`config.mk`:
```
export PLATFORM = sky130hd
export DESIGN_NAME = fetch_unit
export DESIGN_NICKNAME = d
export VERILOG_FILES = /design/src/rtl/fetch_unit.sv
export SDC_FILE = /design/constraint.sdc
export NUM_CORES = 1
export LEC_CHECK = 0
export ABC_AREA = 1
export CORE_ASPECT_RATIO = 0.75
export CORE_UTILIZATION = 40
export CTS_CLUSTER_DIAMETER = 60
export DETAILED_ROUTE_END_ITERATION = 16
export GPL_ROUTABILITY_DRIVEN = 1
export REMOVE_ABC_BUFFERS = 1
export SETUP_SLACK_MARGIN = 0.02
export SYNTH_ARGS = -nofsm -noshare
export SYNTH_HDL_FRONTEND = slang
export SYNTH_SLANG_ARGS = --single-unit
```
`constraint.sdc`:
```
create_clock -name clk -period 7.1 [get_ports clk]
set_input_delay 1.065 -clock clk [delete_from_list [all_inputs] [get_ports clk]]
set_output_delay 1.065 -clock clk [all_outputs]
set_load 0.05 [all_outputs]
```
`src/rtl/fetch_unit.sv`:
```
// fetch_unit: PC owner, ROM request issue, prefetch FIFO and valid/ready delivery to decode.
// Optional FETCH_ALIGN_CHECK_EN: misaligned redirect halts fetch and presents a fault entry.
module fetch_unit #(
  parameter int XLEN = 32,
  parameter logic [XLEN-1:0] RESET_PC = '0,
  parameter int FIFO_DEPTH = 4
) (
  input  logic            clk,
  input  logic            rst,
  input  logic            redirect_valid,
  input  logic [XLEN-1:0] redirect_pc,
  output logic            imem_req,
  output logic [XLEN-1:0] imem_addr,
  input  logic [31:0]     imem_rdata,
  output logic            out_valid,
  input  logic            out_ready,
  output logic [XLEN-1:0] out_pc,
  output logic [31:0]     out_instruction,
  output logic            out_fault
);
  localparam int AW = $clog2(FIFO_DEPTH);
  typedef enum logic {RUN, HALT} state_t;
  state_t state, state_n;
  logic [XLEN-1:0] fetch_pc, inflight_pc, halt_pc, target;
  logic [XLEN-1:0] pc_mem [FIFO_DEPTH];
  logic [31:0] ins_mem [FIFO_DEPTH];
  logic [AW-1:0] rd_ptr, wr_ptr;
  logic [AW:0] count, occ;
  logic inflight, push, pop, misaligned, has_head;
`ifdef FETCH_ALIGN_CHECK_EN
  assign misaligned = redirect_pc[1:0] != 2'b00;
  assign target = redirect_pc;
`else
  assign misaligned = 1'b0;
  assign target = redirect_pc & ~XLEN'(3);
`endif
  assign imem_addr = fetch_pc;
  assign occ = count + (AW+1)'(inflight);
  assign has_head = state == RUN && count != '0;
  // A redirect drops the response still in flight by suppressing its push.
  always_comb begin
    state_n = redirect_valid ? (misaligned ? HALT : RUN) : state;
    imem_req = !rst && state == RUN && !redirect_valid && occ < (AW+1)'(FIFO_DEPTH);
    push = inflight && !redirect_valid;
    pop = has_head && out_ready && !redirect_valid;
    out_valid = state == HALT || has_head;
    out_fault = state == HALT;
    out_pc = state == HALT ? halt_pc : (has_head ? pc_mem[rd_ptr] : '0);
    out_instruction = has_head ? ins_mem[rd_ptr] : '0;
  end
  always_ff @(posedge clk) begin
    if (push) begin
      pc_mem[wr_ptr] <= inflight_pc;
      ins_mem[wr_ptr] <= imem_rdata;
    end
  end
  always_ff @(posedge clk) begin
    if (rst) begin
      state <= RUN;
      fetch_pc <= RESET_PC;
      inflight <= 1'b0;
      inflight_pc <= '0;
      halt_pc <= '0;
      rd_ptr <= '0;
      wr_ptr <= '0;
      count <= '0;
    end else begin
      state <= state_n;
      inflight <= imem_req;
      if (imem_req) inflight_pc <= fetch_pc;
      if (redirect_valid) begin
        fetch_pc <= target;
        halt_pc <= target;
        rd_ptr <= '0;
        wr_ptr <= '0;
        count <= '0;
      end else begin
        if (imem_req) fetch_pc <= fetch_pc + XLEN'(4);
        if (push) wr_ptr <= wr_ptr + AW'(1);
        if (pop) rd_ptr <= rd_ptr + AW'(1);
        count <= count + (AW+1)'(push) - (AW+1)'(pop);
      end
    end
  end
endmodule

```
==> impl_metrics.yaml <==
grt:
  grt_antenna_before_repair: 0
  use_met1: 0.270
  grt_pass1_vias: 9118
  grt_use_total: 0.196
  grt.overflow.total: 0
  grt.met3_usage: 0.0355
  use_met2: 0.322
  largest_net_degree_at_the_start_of_global_routing: 87
  grt_busiest_layer: "met2"
  grt_first_pass_wirelength_mm: 51.1
floorplanning:
  starting_density: 0.407
  fp-row-count: 57
  core_um2: 32400
  die_width_um: 212
  die_h_um: 159
  ioPinCount: 167
  dieArea_um2: 33800
yosys:
  synth_top_family_by_area: "simple AND/OR/NAND/NOR gates"
  synth_top_cell_area_share: 0.564
  synth_area_leaders: "edfxtp_1 56%, dfxtp_1 11%, nor2_1 8.6%"
  synth_ff_type: "edfxtp_1"
  synth_simple_gate_area_frac: 0.165
  netlist_instances: 1307
  synth_edf_count: 248
  synth_area_in_compound_gates: 0.106
  synth.area.mux_share: 0
  synth_async_sr_flop_share: 0
  synth.ff_latch_count: 318
  synth-seq-area-share: 0.670
  synth_largest_area_cell: "edfxtp_1"
  yosys.area_share.adder: 0.00814
  syn_avg_cell_area_um2: 10.1
  synth_xor_area_frac: 0.00464
  netlist_area_um2: 13200
  yosysWarnings: 0
  post_synth_num_cell_types: 33
timing:
  grt_setup_unrepaired: "false"
  setup_violations: 0
  timing.final.hold_violations: 0
  max_slew_headroom: 0.352
  fin_crit_ps: 4730
  period_utilization_post_route: 0.666
  tightestPinTransition_ps: 972
  finalSetupTns_ps: 0
  drv_slew: 0
  finClkSkew_ps: 17.9
  max_freq_mhz: 211
cts:
  insertion_delay_ps: 510
  clk_path_buf_depth: 3
  cts_buffers: 35
  hold_buffers: 0
  h-tree-depth: 2
  cts-root-buf: "clkbuf_16"
  post_cts_resized: 0
  clk_pin_slew_ps: 60
  tritoncts: "built"
  cts_setup_buffers: 0
  cts_sinks: 318
critical_path:
  r2r_slack_ps: 4570
  critical_path.max_fanout: 74
  timing.rr.end: "ins_mem[1][6]"
  cp_data_arrival_time_ps: 3660
  timing.reg2reg.worst_path_depth: 5
  worst_r2r_startpoint: "inflight"
  timing.critical_path.from_type: "register"
  cp.required_ps: 6030
  critical_path_class: "reg -> out"
  kind_of_capture_point_of_the_worst_setup_path: "output pin"
  crit_end: "out_pc[25]"
drt:
  dr.first_iter.drc_count: 597
  remaining_design_rule_violation_count: 0
  post_drt_via_cell_ratio: 4.94
  routed-via-count: 9469
  route.antenna.remaining_nets: 0
  detail_route.first_pass.iterations: 5
  totalWireLength_mm: 32.8
  routed_wire_length_per_instance_um: 17.1
finish:
  fillers: 2924
  finalNetCount: 1525
  post-route-util: 0.503
  layout_cells_sized_above_1: 0.0577
  diodes: 0
  seq_area_um2: 8850
  stdcell_area_um2: 16300
  areaGrowthSynthToFinish_pct: 23.6
  multiInputGateArea_um2: 3810
min_path:
  hp-class: "reg -> reg"
place:
  post_dp_cell_area_um2: 15200
  number_of_port_buffers: 159
  hpwl_mm: 19.6
  routabilityCongestion: 0.792
power_and_ir_drop:
  p_leak_nw: 5.68
  power_density_nw_per_um2: 254
  power.clock.fraction: 0.432
  combPwrFrac: 0.069
  ir_worst_vdd_mv: 0.129
  power_switching_mw: 0.924
  p_int_mw: 3.22
  seq_power_share: 0.499
  swShare: 0.223
run:
  max_cap_violations: 0
run_status:
  run_status: "finished clean"
[metal layers]
metal / wire length [um] / vias to the layer above / share of wire
met5: 0 / - / 0
met4: 458 / 0 / 0.014
met3: 1750 / 40 / 0.053
met2: 15300 / 221 / 0.47
met1: 15300 / 4506 / 0.47
li1: - / 4702 / -
[worst min-delay path by stage]
stage	from	end	slack [ps]	cells past startpoint
2_1_floorplan	rd_ptr[1]	register	440	2
5_1_grt	rd_ptr[0]	register	490	1
3_3_place_gp	rd_ptr[0]	rd_ptr[0]	450	1
3_5_place_dp	rd_ptr[0]	register	470	1
4_1_cts	rd_ptr[1]	register	480	2
6_report	rd_ptr[1]	register	480	2
[power by group through the flow]
stage	Combinational, mW	Clock [mW]	Sequential (mW)
5_1_grt	0.309	1.91	2.07
3_5_place_dp	0.287	0	2.11
6_report	0.285	1.79	2.07
2_1_floorplan	0.120	0	2.14
4_1_cts	0.288	1.83	2.07
3_3_place_gp	0.284	0	2.11
[layout make-up]
type | instances | area share
Sequential cell | 318 | 0.542
Multi-Input combinational cell | 847 | 0.233
Timing Repair Buffer | 172 | 0.103
Clock buffer | 43 | 0.0600
Tap cell | 442 | 0.0339
Inverter | 75 | 0.0173
Clock inverter | 18 | 0.0105
[worst max-delay path, stage by stage, from the launching register on]
cell and delay [ps]:
dfxtp_4 490, clkinv_2 520, buf_4 680, o21ai_0 210, a21oi_1 330, clkdlybuf4s50_1 870
[cells in the mapped netlist, types with 3 or more instances]
| cell type | number |
|---|---|
| nor3_1 | 3 |
| a21oi_1 | 118 |
| nand2_1 | 180 |
| clkbuf_1 | 45 |
| edfxtp_1 | 248 |
| dfxtp_1 | 70 |
| buf_2 | 13 |
| and2_1 | 3 |
| o21ai_0 | 152 |
| nor2_1 | 302 |
| inv_2 | 5 |
| ha_1 | 7 |
| inv_1 | 70 |
| xnor2_1 | 5 |
| nand3_1 | 50 |
| buf_4 | 10 |
| nor2_2 | 5 |
| a31oi_1 | 3 |
[sequential cells by signal, summed over array words and instances, names as in the netlist, named ones only]
register     cells
count            3
imem_addr       30
inflight         1
inflight_pc     30
ins_mem        128
pc_mem         120
rd_ptr           2
wr_ptr           2
[cell usage in the layout (no fill, tap or decap), types with 2 or more instances in the layout]
master           instances
nor2_1                 298
edfxtp_1               248
nand2_1                180
clkdlybuf4s50_1        158
o21ai_0                152
a21oi_1                118
inv_1                   70
dfxtp_1                 68
nand3_1                 50
clkbuf_16               38
buf_4                   13
clkinv_1                 8
ha_1                     7
nor2_4                   6
xnor2_1                  5
conb_1                   5
nor2_2                   4
inv_2                    4
clkinv_2                 4
clkbuf_1                 4
and2_1                   3
nor3_1                   3
a31oi_1                  3
bufinv_16                3
nand2_2                  2
xor2_1                   2
clkinv_4                 2
[logic make-up (layout without fill, tap and decap cells)]
| kind of cell | count (synthesis) | after routing |
|---|---|---|
| DFF | 318 | 318 |
| adders and majority gates | 8 | 8 |
| other | 1 | 5 |
| and+or+nand+nor | 550 | 550 |
| AOI/OAI and AO/OA | 277 | 277 |
| buffers and inverters | 146 | 308 |
| xor gates and xnor gates | 7 | 7 |
[metrics by stage]
step | setup WS, ps | hold WS (ps) | power, mW | cells
finish | 2370 | 482 | 4.15 | 1915
global route | 2170 | 492 | 4.29 | 1915
CTS | 2320 | 483 | 4.19 | 1915
detailed placement | 2880 | 467 | 2.39 | 1854
global placement | 2880 | 454 | 2.39 | 1854
floorplan | 1770 | 436 | 2.26 | 1240
No activity file was read; power rests on OpenSTA's default activity.
